**src/rtl/hazard_control_unit.sv**
```systemverilog
// hazard_control_unit: pipeline stall/clear control with hazard state, perf counters and data-miss timeout
// Inputs: decode rs1/rs2 usage, execution rd/load info, BRANCH_TAKEN, cache ready/valid, COUNTERS_CLEAR
// Outputs: STALL_*/CLEAR_* per stage (combinational), HAZARD_STATE, STALL_CYCLES, FLUSH_COUNT, MISS_TIMEOUT (registered)
module hazard_control_unit #(
  parameter int DMISS_TIMEOUT = 1024
) (
  input  logic        CLK,
  input  logic        RST,
  input  logic [4:0]  RS1_ADDRESS,
  input  logic [4:0]  RS2_ADDRESS,
  input  logic        RS1_READ,
  input  logic        RS2_READ,
  input  logic [4:0]  RD_ADDRESS_EXECUTION,
  input  logic        RD_WRITE_ENABLE_EXECUTION,
  input  logic [2:0]  DATA_CACHE_LOAD_EXECUTION,
  input  logic        BRANCH_TAKEN,
  input  logic        INSTRUCTION_CACHE_READY,
  input  logic        MEMORY_ACCESS_VALID,
  input  logic        DATA_CACHE_READY,
  input  logic        COUNTERS_CLEAR,
  output logic        STALL_PROGRAM_COUNTER,
  output logic        STALL_FETCHING_STAGE,
  output logic        STALL_DECODING_STAGE,
  output logic        STALL_EXECUTION_STAGE,
  output logic        STALL_MEMORY_STAGE,
  output logic        CLEAR_FETCHING_STAGE,
  output logic        CLEAR_DECODING_STAGE,
  output logic        CLEAR_EXECUTION_STAGE,
  output logic        CLEAR_MEMORY_STAGE,
  output logic [2:0]  HAZARD_STATE,
  output logic [31:0] STALL_CYCLES,
  output logic [31:0] FLUSH_COUNT,
  output logic        MISS_TIMEOUT
);
  typedef enum logic [2:0] {RUN, IMISS, LOAD_USE, FLUSH, DMISS} cond_t;
  localparam logic [15:0] LIMIT = 16'(DMISS_TIMEOUT);
  cond_t cond;
  logic load_use;
  logic [15:0] timer, timer_inc;
  always_comb begin
    load_use = DATA_CACHE_LOAD_EXECUTION != 3'd0 && RD_WRITE_ENABLE_EXECUTION && RD_ADDRESS_EXECUTION != 5'd0 &&
               ((RS1_READ && RS1_ADDRESS == RD_ADDRESS_EXECUTION) || (RS2_READ && RS2_ADDRESS == RD_ADDRESS_EXECUTION));
    cond = (MEMORY_ACCESS_VALID && !DATA_CACHE_READY) ? DMISS :
           BRANCH_TAKEN ? FLUSH :
           load_use ? LOAD_USE :
           !INSTRUCTION_CACHE_READY ? IMISS : RUN;
    timer_inc = timer == LIMIT ? timer : timer + 16'd1;
  end
  // Reset forces bubbles into every stage register and suppresses all stalls.
  assign STALL_PROGRAM_COUNTER = !RST && (cond == DMISS || cond == LOAD_USE || cond == IMISS);
  assign STALL_FETCHING_STAGE  = !RST && (cond == DMISS || cond == LOAD_USE);
  assign STALL_DECODING_STAGE  = !RST && cond == DMISS;
  assign STALL_EXECUTION_STAGE = !RST && cond == DMISS;
  assign STALL_MEMORY_STAGE    = !RST && cond == DMISS;
  assign CLEAR_FETCHING_STAGE  = RST || cond == FLUSH || cond == IMISS;
  assign CLEAR_DECODING_STAGE  = RST || cond == FLUSH || cond == LOAD_USE;
  assign CLEAR_EXECUTION_STAGE = RST;
  assign CLEAR_MEMORY_STAGE    = RST;
  always_ff @(posedge CLK or posedge RST) begin
    if (RST) begin
      HAZARD_STATE <= 3'd0;
      STALL_CYCLES <= '0;
      FLUSH_COUNT  <= '0;
      timer        <= '0;
      MISS_TIMEOUT <= 1'b0;
    end else begin
      HAZARD_STATE <= cond;
      if (COUNTERS_CLEAR) begin
        STALL_CYCLES <= '0;
        FLUSH_COUNT  <= '0;
        timer        <= '0;
        MISS_TIMEOUT <= 1'b0;
      end else begin
        if (cond != RUN && STALL_CYCLES != '1) STALL_CYCLES <= STALL_CYCLES + 32'd1;
        if (cond == FLUSH && FLUSH_COUNT != '1) FLUSH_COUNT <= FLUSH_COUNT + 32'd1;
        timer <= cond == DMISS ? timer_inc : '0;
        if (cond == DMISS && timer_inc == LIMIT) MISS_TIMEOUT <= 1'b1;
      end
    end
  end
endmodule

```
**config.mk**
```make
export PLATFORM = sky130hd
export DESIGN_NAME = hazard_control_unit
export DESIGN_NICKNAME = d
export VERILOG_FILES = /design/src/rtl/hazard_control_unit.sv
export SDC_FILE = /design/constraint.sdc
export NUM_CORES = 1
export LEC_CHECK = 0
export BUFFER_PORTS_ARGS = -buffer_cell sky130_fd_sc_hd__buf_2
export CAP_MARGIN = 10
export CORE_ASPECT_RATIO = 1.75
export CORE_MARGIN = 8
export CORE_UTILIZATION = 40
export CTS_CLUSTER_SIZE = 10
export DETAILED_ROUTE_END_ITERATION = 8
export PLACE_DENSITY = 0.69
export SLEW_MARGIN = 40
export SYNTH_ARGS = -nofsm -noshare
export SYNTH_HDL_FRONTEND = slang
export SYNTH_SLANG_ARGS = --single-unit
export TNS_END_PERCENT = 5
```
**constraint.sdc**
```tcl
create_clock -name CLK -period 2.1 [get_ports CLK]
set_input_delay 0 -clock CLK [delete_from_list [all_inputs] [get_ports CLK]]
set_output_delay 0 -clock CLK [all_outputs]
set_load 0.05 [all_outputs]
```
# == After elaboration in Yosys (flattened, before gate mapping) ==
# Cells that the tools add are included.
# word_totals
regBits,84
romBits,0
ram_bits,0
wordCells,57
input_bits,28
latchBits,0
mem_count,0
# op_classes
bitwise,0
n_shift,0
muxes,13
n_lt_le_gt_ge,0
n_addsub,3
eq_ne,10
n_reduce_logical,26
multipliers,0
div,0
# ops
op,n
two-way mux 32 bit,4
adder 32 x 1 -> 32 bit (second input constant),2
!= test 32 bit (second input constant),2
two-way mux 16 bit,3
== test 16 x 11 -> 1 bit (second input constant),2
adder 16 x 1 -> 16 bit (second input constant),1
logical AND 1 bit,12
== test 5 bit,2
== test 3 x 2 -> 1 bit (second input constant),2
logical OR 1 bit,6
nonzero test 2 bit,3
nonzero test 3 bit,2
nonzero test 5 bit,1
two-way mux 2 bit,2
== test 3 x 1 -> 1 bit (second input constant),1
== test 3 bit (second input constant),1
two-way mux 1 bit,3
two-way mux 3 bit,1
logical NOT 1 bit,2

# == Longest topological paths before layout ==
# Gate-level depths: netlist of run 1.
# depth
ltp_word,11
mapped_depth,9

# == Worst setup path after synthesis of run 1 ==
# Ideal clock, no wire load.
# synth_timing
path_type,input-to-output
start,input port RST
end,output port CLEAR_FETCHING_STAGE
arrival_time_ns,3.098
required_ns,2.100
path_stages,2
path_slack_ns,-0.998
path_buffers,0
cell_sequence,inv_1 -> o21ai_0
# synth_between
elab_chain_cells,2
# synth_rtl
item,line,source
start: declaration,8,"input logic RST,"
logical OR 1 bit (2 in a row),55,assign CLEAR_FETCHING_STAGE = RST || cond == FLUSH || cond == IMISS;
end: declaration,26,"output logic CLEAR_FETCHING_STAGE,"
# No other way between the ends.

# == Worst setup path in the final report of run 1 ==
# layout_timing
start,register STALL_CYCLES[3]
end,register STALL_CYCLES[28]
# layout_between
elab_chain_cells,3
word_cells_on_any_way,6
# layout_rtl
item,line,source
start: declaration,31,"output logic [31:0] STALL_CYCLES,"
start signal: assignment,74,if (cond != RUN && STALL_CYCLES != '1) STALL_CYCLES <= STALL_CYCLES + 32'd1;
adder 32 x 1 -> 32 bit or != test 32 bit (tied branches),74,
two-way mux 32 bit or logical AND 1 bit (tied branches),74,
two-way mux 32 bit or nonzero test 2 bit (tied branches),--,
# Several ways; a longest one is shown, not always the timed one. The select of a mux whose other input is x is not followed.
# A chain may end at the register's enable or synchronous reset.

==> results.json, run 1 <==
{
  "drtAntennaViolNets": 0,
  "critical_path.cell_chain": "and3_2 > and4_4 > nand3_1 > nor2_4 > or2_1 > or4_1 > a21oi_1",
  "hold_path_start": "BRANCH_TAKEN",
  "warning_count_from_the_yosys_run": 0,
  "syn_area_per_cell_um2": 9.05,
  "first_pass_iters": 4,
  "routed-via-count": 4160,
  "n_fill_cell": 1111,
  "startpoint_type": "flip-flop",
  "timing.setup.critical_path_class": "flip-flop to flip-flop",
  "syn-num-nets": 553,
  "cts_num_sinks": 84,
  "antenna_cells_inserted": 0,
  "final_layout_size_suffix_gt1_share_pct": 31.1,
  "port_buffers": 104,
  "rsz0062_at_grt": "yes",
  "power_leakage_nw": 2.74,
  "place.gp.congestion": 0.826,
  "placement_rows": 52,
  "die_area_um2": 15700,
  "run_status": "complete, no violations",
  "grt_start_max_net_pins": 67,
  "report.final.hold_viol_count": 0,
  "placement.cell_area_um2": 5580,
  "post_layout_nonfiller_instances": 784,
  "critPathLaunch": "STALL_CYCLES[3]",
  "vias_per_cell": 5.31,
  "totalNegativeSetupSlack_ns": 0,
  "tightest_slew_ns": 0.699,
  "drtIter0Drc": 173,
  "die_x_um": 98.1,
  "cts.root.buffer_cell": "sky130_fd_sc_hd__clkbuf_16",
  "wire_length_of_the_first_global_routing_pass_um": 20900,
  "final-setup-viol-count": 0,
  "seq_area_frac_synth_pct": 44.6,
  "clock_tree.htree_level_count": 3,
  "timing.final.max_slew_violations": 0,
  "initial_core_util_pct": 41.0,
  "drt_wl_total_um": 12400,
  "post_synth_inst_count": 521,
  "critical_path_peak_fanout": 5,
  "finalCoreUtilization_pct": 51.5,
  "min-delay-path-class": "input port to flip-flop",
  "grt_antenna_before_repair": 0,
  "number_of_top_level_pins": 105,
  "max_freq_mhz": 481,
  "synth.distinct_cells": 42,
  "timing.critical_path.to_type": "flip-flop",
  "synth.largest_area_cell": "sky130_fd_sc_hd__dfrtp_1",
  "synth.area.top_cells": "sky130_fd_sc_hd__dfrtp_1 45%, sky130_fd_sc_hd__xnor2_1 9.7%, sky130_fd_sc_hd__nor2_1 6.9%",
  "worst_path_dominant_cell_family": "simple AND/OR/NAND/NOR gates",
  "detail_route.wl_per_cell_um": 15.8,
  "die_h_um": 160,
  "tritoncts": "yes",
  "worst_clock_skew_ns": 0.00663,
  "first_global_vias": 4552,
  "core_area_um2": 11500,
  "synthArstFlopShare_pct": 100,
  "grtUsageTotal_pct": 16.1,
  "layout.cell_area.non_filler_um2": 5930,
  "cp.arrival_ns": 2.33,
  "worst_slew_margin_rel_pct": 53.4,
  "flow.area_growth_from_synthesis_pct": 25.7,
  "number_of_setup_buffers_added_after_cts": 0,
  "drc": 0,
  "design.final.nets": 676,
  "edff_count_synth": 0,
  "synth.top_cell.area_share_pct": 44.6,
  "clock_insertion_delay_worst_skew_ns": 0.33,
  "cts.path.max_buffers": 2,
  "critical_path_buf_inv_count": 0,
  "p_total_mw": 3.61,
  "postSynthRegisterBits": 84,
  "dpl.cell_count": 767,
  "hpwl_after_detailed_placement_um": 9400,
  "grt-ovfl-total": 0,
  "min_period_over_period_pct": 98.9,
  "required_time_at_the_worst_slack_endpoint_ns": 2.35,
  "sequential_cell_area_um2": 2140,
  "max_cap_violations": 0,
  "cts_buf_count": 9,
  "worst_setup_hold_path_clk_slew_ns": 0.06,
  "rr_startpoint": "STALL_CYCLES[3]",
  "synth-main-ff-cell": "sky130_fd_sc_hd__dfrtp_1",
  "timing.final.crit_period_ns": 2.08,
  "critPathSlowestCell": "sky130_fd_sc_hd__or4_1",
  "pwrdens_nw_per_um2": 609,
  "vdd.ir_drop.worst_v": 0.000493,
  "timing.critical_path.slowest_cell_delay_ns": 0.48,
  "multi_input_area_um2": 2470,
  "synth_area_um2": 4720
}
[cell families after synthesis]
kind of cell,count (synthesis),synth area share [%]
simple gates,273,29.7
flops,84,44.6
xor+xnor,82,15.2
buf+inv,42,4.11
compound gates,33,4.56
fa+ha+maj,4,1.06
mux,3,0.743
[cell type report]
class	instances	area share (%)
multi-input combinational	395	41.6
sequential	84	36.0
timing repair buffer	139	13.3
clock buffer	12	3.99
tap	135	2.85
clock inverter	4	1.24
inverter	15	1.01
[timing repair]
| item | 4_1_cts | 5_1_grt |
|---|---|---|
| gates resized for setup | 0 | 8 |
| setup endpoints to repair | 0 | 29 |
| hold buffers | 1 | 0 |
| hold endpoints to repair | 66 | 0 |
[synthesized netlist by cell type, drive strengths merged (2+ instances only)]
library cell and number:
clkbuf 14, buf 13, dfrtp 84, a21oi 14, and4 10, nand4 21
nand2 41, ha 4, a31oi 2, and2 7, a2111oi 2, nor2 88
xnor2 52, o31ai 3, nand3 30, mux2i 2, nor2b 3, or4 3
o22ai 2, inv 15, or2 4, or3 7, o21ai 9, nor4 7
nor3b 5, xor2 30, and3 18, nor3 25
[tightest hold or removal path, cell delays in order]
cell and delay [ns]:
sky130_fd_sc_hd__buf_2 0.15, sky130_fd_sc_hd__inv_1 0.10, sky130_fd_sc_hd__a21oi_1 0.08
[report_power, final]
part	internal, mW	switching (mW)	total, mW
registers	1.63	0.0125	1.65
logic	0.0884	0.220	0.308
clock network	1.04	0.615	1.66
total	2.77	0.847	3.61
[flip-flops by register name (all words and copies together), names as in the netlist]
register,count
STALL_CYCLES,32
MISS_TIMEOUT,1
HAZARD_STATE,3
timer,16
FLUSH_COUNT,32
[metrics by stage]
stage                     hold WS [ns]  setup slack (ns)
after floorplan                  0.146           -0.0455
after global placement           0.162             0.121
after detailed placement         0.166            0.0888
after CTS                       0.0354            0.0610
after global routing            0.0635           -0.0997
final                           0.0425            0.0226
[layer usage]
| layer | GRT usage (%) | vias up | wire (um) |
|---|---|---|---|
| li1 | - | 2013 | - |
| met4 | 8.42 | 0 | 415 |
| met3 | 3.53 | 29 | 613 |
| met1 | 16.0 | 2019 | 4500 |
| met5 | 0 | - | 0 |
| met2 | 30.2 | 99 | 6850 |
[path summary, 6_finish.rpt]
check                                         to  slack (ns)  depth (start not counted)
worst max-delay path            STALL_CYCLES[28]        0.02                          7
worst max register to register  STALL_CYCLES[28]        0.02                          7
min in group asynchronous        HAZARD_STATE[1]        0.36                          4
worst min register to register   STALL_CYCLES[9]        0.55                          2
worst min-delay path             HAZARD_STATE[1]        0.04                          3
max in group asynchronous       STALL_CYCLES[22]        1.15                          5
[cells in the final DEF (no fill, tap or decap), types with 3 or more instances in the layout]
| master | instances |
|---|---|
| sky130_fd_sc_hd__a21oi_1 | 14 |
| sky130_fd_sc_hd__and2_1 | 7 |
| sky130_fd_sc_hd__and3_1 | 16 |
| sky130_fd_sc_hd__and4_1 | 6 |
| sky130_fd_sc_hd__and4_4 | 4 |
| sky130_fd_sc_hd__buf_2 | 104 |
| sky130_fd_sc_hd__buf_4 | 34 |
| sky130_fd_sc_hd__clkbuf_1 | 3 |
| sky130_fd_sc_hd__clkbuf_16 | 9 |
| sky130_fd_sc_hd__dfrtp_1 | 57 |
| sky130_fd_sc_hd__dfrtp_2 | 27 |
| sky130_fd_sc_hd__ha_1 | 4 |
| sky130_fd_sc_hd__inv_1 | 13 |
| sky130_fd_sc_hd__nand2_1 | 41 |
| sky130_fd_sc_hd__nand3_1 | 30 |
| sky130_fd_sc_hd__nand4_1 | 21 |
| sky130_fd_sc_hd__nor2_1 | 87 |
| sky130_fd_sc_hd__nor2b_1 | 3 |
| sky130_fd_sc_hd__nor3_1 | 22 |
| sky130_fd_sc_hd__nor3_2 | 3 |
| sky130_fd_sc_hd__nor3b_1 | 5 |
| sky130_fd_sc_hd__nor4_1 | 4 |
| sky130_fd_sc_hd__o21ai_0 | 8 |
| sky130_fd_sc_hd__o31ai_1 | 3 |
| sky130_fd_sc_hd__or2_1 | 3 |
| sky130_fd_sc_hd__or3_1 | 7 |
| sky130_fd_sc_hd__or4_1 | 3 |
| sky130_fd_sc_hd__xnor2_1 | 52 |
| sky130_fd_sc_hd__xor2_1 | 30 |
(Power assumes the default switching activity.)
==> run 2: changes to the inputs <==
- CORE_UTILIZATION: 40 -> 35
- PLACE_DENSITY: 0.69 -> 0.63
- SKIP_CTS_REPAIR_TIMING: unset -> 1
- TNS_END_PERCENT: 5 -> 50
==> run 2 against run 1 <==
Compared with the run above: clock-buffer cell count shrank 3; the flow now finishes with violations (negative setup slack); maximum frequency fell by 2.2%; critical path type unchanged; utilization down 6.9 points; largest power group is now sequential cells.
==> results.json, run 2 (same netlist as run 1, synthesis figures left out) <==
{
  "first_pass_iters": 4,
  "grt_start_max_net_pins": 85,
  "report.final.hold_viol_count": 0,
  "worst_clock_skew_ns": 0.0105,
  "detail_route.wl_per_cell_um": 15.5,
  "pwrdens_nw_per_um2": 600,
  "total_switching_power_mw": 0.913,
  "critical_path.cell_chain": "or3_1 > or4_4 > mux2i_1 > nor4_1 > nand4_1 > o22ai_2",
  "min-delay-path-class": "input port to flip-flop",
  "drc": 0,
  "die_x_um": 104,
  "initial_core_util_pct": 35.4,
  "timing.critical_path.to_type": "flip-flop",
  "power_leakage_nw": 2.71,
  "max_cap_violations": 0,
  "die_area_um2": 17600,
  "grtUsageTotal_pct": 14.3,
  "switching_share_pct": 25.6,
  "drt_wl_total_um": 12600,
  "worst_setup_hold_path_clk_slew_ns": 0.07,
  "pwr-share-clk_pct": 45.2,
  "place.gp.congestion": 0.856,
  "antenna_cells_inserted": 0,
  "power.sequential.fraction_pct": 46.2,
  "core_area_um2": 13300,
  "clock_tree.htree_level_count": 3,
  "internal_power_mw": 2.65,
  "startpoint_type": "flip-flop",
  "totalNegativeSetupSlack_ns": -0.0235,
  "cp.arrival_ns": 2.38,
  "critical_path_peak_fanout": 3,
  "drtIter0Drc": 124,
  "grt_antenna_before_repair": 0,
  "clock_insertion_delay_worst_skew_ns": 0.34,
  "timing.critical_path.slowest_cell_delay_ns": 0.53,
  "layout_setup_ws_ns": -0.0235,
  "preCtsSetupSlack_ns": 0.00421,
  "placement_rows": 56,
  "cts_num_sinks": 84,
  "tightest_slew_ns": 0.718,
  "final_layout_size_suffix_gt1_share_pct": 31.6,
  "min_period_over_period_pct": 101,
  "drtAntennaViolNets": 0,
  "worst_slew_margin_rel_pct": 52.1,
  "routed-via-count": 4179,
  "run_status": "complete, but fails checks",
  "cts.root.buffer_cell": "sky130_fd_sc_hd__clkbuf_16",
  "critical_path_buf_inv_count": 0,
  "die_h_um": 170,
  "final-setup-viol-count": 1,
  "design.final.nets": 669,
  "required_time_at_the_worst_slack_endpoint_ns": 2.36,
  "vias_per_cell": 5.12,
  "hpwl_after_detailed_placement_um": 9430,
  "max_freq_mhz": 471,
  "failed_checks": "negative setup slack",
  "vdd.ir_drop.worst_v": 0.000341,
  "first_global_vias": 4229,
  "timing.final.crit_period_ns": 2.12,
  "layout_top_registers": "FLUSH_COUNT x32, STALL_CYCLES x32, timer x16",
  "timing.final.max_slew_violations": 0,
  "wire_length_of_the_first_global_routing_pass_um": 20800,
  "cts.path.max_buffers": 2,
  "layout_common_cells": "104 x sky130_fd_sc_hd__buf_2, 87 x sky130_fd_sc_hd__nor2_1, 57 x sky130_fd_sc_hd__dfrtp_1, 52 x sky130_fd_sc_hd__xnor2_1, 41 x sky130_fd_sc_hd__nand2_1",
  "worst_path_dominant_cell_family": "simple AND/OR/NAND/NOR gates",
  "port_buffers": 104,
  "rsz0062_at_grt": "yes",
  "grt-ovfl-total": 0,
  "number_of_top_level_pins": 105,
  "tritoncts": "yes",
  "cts_buf_count": 9,
  "timing.setup.critical_path_class": "flip-flop to flip-flop",
  "critPathSlowestCell": "sky130_fd_sc_hd__or4_4",
  "flow.area_growth_from_synthesis_pct": 25.9,
  "share_comb_of_total_power_pct": 8.6,
  "p_total_mw": 3.56,
  "finalCoreUtilization_pct": 44.6,
  "layout.cells.most_common": "sky130_fd_sc_hd__buf_2"
}
run 2: cell count changes in the layout (fill, tap and decap cells not counted), sizes merged:
cell    previous run  this run
clkinv             2         5
inv               14        15
clkbuf            12         9
buf              138       131
bufinv             2         1
run 2: final timing paths:
kind | startpoint | end | slack, ns | depth (start not counted)
worst max-delay path | timer[11] | MISS_TIMEOUT | -0.02 | 6
worst min-delay path | BRANCH_TAKEN | HAZARD_STATE[0] | 0.04 | 3
worst max register to register | timer[11] | MISS_TIMEOUT | -0.02 | 6
worst min register to register | MISS_TIMEOUT | MISS_TIMEOUT | 0.54 | 2
max in group asynchronous | RST | STALL_CYCLES[20] | 1.29 | 4
min in group asynchronous | RST | HAZARD_STATE[1] | 0.40 | 4
run 2: area by class of cell:
class	instances	area, um^2
clock buffer	9	225
clock inverter	7	75.1
fill	1332	7380
inverter	15	60.1
multi-input combinational	395	2480
sequential	84	2140
tap	174	218
timing repair buffer	132	746
run 2: tightest hold or removal path: stages:
cell and delay, ns:
sky130_fd_sc_hd__buf_2 0.17, sky130_fd_sc_hd__a21oi_1 0.08, sky130_fd_sc_hd__nor2_1 0.09
run 2: power groups by stage:
stage	logic, mW	clock network, mW	registers (mW)
6_report	0.307	1.61	1.65
5_1_grt	0.335	1.72	1.65
4_1_cts	0.311	1.66	1.65
3_5_place_dp	0.311	0	1.68
3_3_place_gp	0.304	0	1.68
2_1_floorplan	0.163	0	1.72
run 2: metrics by stage:
step | cells | hold slack, ns | cell area [um^2]
4_1_cts | 813 | -0.128 | 5870
5_1_grt | 816 | 0.0596 | 5940
3_3_place_gp | 797 | 0.232 | 5570
2_1_floorplan | 521 | 0.146 | 4760
3_5_place_dp | 797 | 0.248 | 5570
6_report | 816 | 0.0403 | 5940
run 2: routing by layer:
metal,wire (um),track usage (%),vias to the layer above,share of wire [%]
met5,0,0,-,0
li1,-,-,2001,-
met3,537,3.19,18,4.3
met4,289,6.65,0,2.3
met2,7040,27.4,89,56
met1,4750,14.1,2071,38
==> run 3: changes to the inputs <==
- CORE_UTILIZATION: 35 -> 49
- PLACE_DENSITY: 0.63 -> 0.76
==> run 3 against run 2 <==
Compared with the run above: sequential power is essentially flat; clock-buffer cell count up 4; largest power group is now clock; sequential share of layout area rose by 0.18 points; the run now ends clean; critical path depth up 1; final cell count shrank 6.4%.
==> results.json, run 3 (same netlist as run 1, synthesis figures left out) <==
{
  "critPathLaunch": "STALL_CYCLES[3]",
  "drt_wl_total_um": 12300,
  "critical_path_peak_fanout": 5,
  "core_area_um2": 9410,
  "detail_route.wl_per_cell_um": 16.2,
  "pwrdens_nw_per_um2": 628,
  "routing_layer_with_the_top_usage_in_global_route": "met2",
  "tightest_slew_ns": 0.694,
  "cts.root.buffer_cell": "sky130_fd_sc_hd__clkbuf_16",
  "end_of_the_worst_register_to_register_path": "STALL_CYCLES[28]",
  "min_period_over_period_pct": 96.7,
  "max_freq_mhz": 492,
  "power_leakage_nw": 2.74,
  "design.final.nets": 669,
  "crit_path_to": "STALL_CYCLES[28]",
  "antenna_cells_inserted": 0,
  "first_global_vias": 4320,
  "rr_startpoint": "STALL_CYCLES[3]",
  "rsz0062_at_grt": "yes",
  "layout.cells.most_common": "sky130_fd_sc_hd__buf_2",
  "final-setup-viol-count": 0,
  "timing.setup.critical_path_class": "flip-flop to flip-flop",
  "wire_length_of_the_first_global_routing_pass_um": 20300,
  "hold_ws_ns": 0.0631,
  "max_cap_violations": 0,
  "vias_per_cell": 5.46,
  "worst_setup_hold_path_clk_slew_ns": 0.06,
  "grt.met2_usage_pct": 35.3,
  "die_h_um": 146,
  "grt_antenna_before_repair": 0,
  "grt_start_max_net_pins": 67,
  "drc": 0,
  "worst_slew_margin_rel_pct": 53.7,
  "final_layout_size_suffix_gt1_share_pct": 31.3,
  "timing.final.max_slew_violations": 0,
  "hpwl_after_detailed_placement_um": 9150,
  "cp.arrival_ns": 2.29,
  "tritoncts": "yes",
  "min-delay-path-class": "input port to flip-flop",
  "die_area_um2": 13100,
  "layout.cell_area.non_filler_um2": 5910,
  "report.final.hold_viol_count": 0,
  "grt-ovfl-total": 0,
  "layout_top_registers": "FLUSH_COUNT x32, STALL_CYCLES x32, timer x16",
  "layout_common_cells": "104 x sky130_fd_sc_hd__buf_2, 87 x sky130_fd_sc_hd__nor2_1, 57 x sky130_fd_sc_hd__dfrtp_1, 52 x sky130_fd_sc_hd__xnor2_1, 41 x sky130_fd_sc_hd__nand2_1",
  "port_buffers": 104,
  "grt.met1_usage_pct": 17.9,
  "place.gp.congestion": 0.852,
  "initial_core_util_pct": 50.1,
  "startpoint_type": "flip-flop",
  "first_pass_iters": 4,
  "number_of_top_level_pins": 105,
  "drtIter0Drc": 121,
  "cts_num_sinks": 84,
  "grt_use_met3_pct": 5.63,
  "die_x_um": 90.2,
  "timing.critical_path.to_type": "flip-flop",
  "run_status": "complete, no violations",
  "totalNegativeSetupSlack_ns": 0,
  "placement_rows": 47,
  "flow.area_growth_from_synthesis_pct": 25.2,
  "required_time_at_the_worst_slack_endpoint_ns": 2.35,
  "cts_buf_count": 9,
  "timing.reg2reg.worst_path_depth": 7,
  "vdd.ir_drop.worst_v": 0.000416,
  "worst-r2r-setup-slack_ns": 0.07,
  "worst_clock_skew_ns": 0.00751,
  "routed-via-count": 4175,
  "placement.cell_area_um2": 5510,
  "clock_tree.htree_level_count": 3,
  "grtUsageTotal_pct": 18.7,
  "clock_insertion_delay_worst_skew_ns": 0.34,
  "n_fill_cell": 791,
  "cts.path.max_buffers": 2,
  "drtAntennaViolNets": 0,
  "timing.final.crit_period_ns": 2.03
}
## run 3: worst min-delay path by stage
stage,startpoint,cells after the start,end,slack (ns)
after floorplan,BRANCH_TAKEN,2,HAZARD_STATE[0],0.15
after global placement,RST,3,HAZARD_STATE[0],0.24
after detailed placement,RST,3,HAZARD_STATE[0],0.25
after CTS,RST,3,HAZARD_STATE[0],-0.10
after global routing,BRANCH_TAKEN,3,HAZARD_STATE[0],0.07
final,BRANCH_TAKEN,3,HAZARD_STATE[0],0.06
## run 3: critical path, stage by stage (launching register included)
cell and delay (ns):
sky130_fd_sc_hd__dfrtp_2 0.43, sky130_fd_sc_hd__and3_2 0.25, sky130_fd_sc_hd__and4_4 0.22, sky130_fd_sc_hd__nand3_1 0.10, sky130_fd_sc_hd__nor2_2 0.07, sky130_fd_sc_hd__or2_4 0.27, sky130_fd_sc_hd__or4_1 0.46, sky130_fd_sc_hd__a21oi_1 0.15
## run 3: routing by layer
| layer | wire length [um] | vias up | share of wire, % |
|---|---|---|---|
| met4 | 335 | 0 | 2.7 |
| met5 | 0 | - | 0 |
| met3 | 649 | 30 | 5.3 |
| li1 | - | 2002 | - |
| met1 | 4450 | 2042 | 36 |
| met2 | 6910 | 101 | 56 |
## run 3: where the power goes
group          total, mW  internal [mW]  switching [mW]  leakage (nW)
registers           1.65           1.63          0.0139          1.12
clock network       1.76           1.14           0.617         0.162
logic              0.307         0.0865           0.220          1.46
## run 3: layout make-up
type,count,area [um^2],share of cell area (%)
multi-input cells,395,2490,42.1
flip-flops and latches,84,2140,36.2
repair buffers,132,733,12.4
clock buffers,13,270,4.58
well taps,122,153,2.58
clock inverters,3,67.6,1.14
inverters,15,60.1,1.02
## run 3: per-stage QoR
stage | instances | util (%) | setup slack, ns | total power [mW]
after floorplan | 521 | - | -0.0455 | 1.89
after global placement | 747 | 58.6 | 0.0712 | 1.98
after detailed placement | 747 | 58.6 | 0.00289 | 1.98
after CTS | 763 | 62.1 | -0.0587 | 3.76
after global routing | 764 | 62.8 | -0.0899 | 3.85
final | 764 | 62.8 | 0.0695 | 3.71
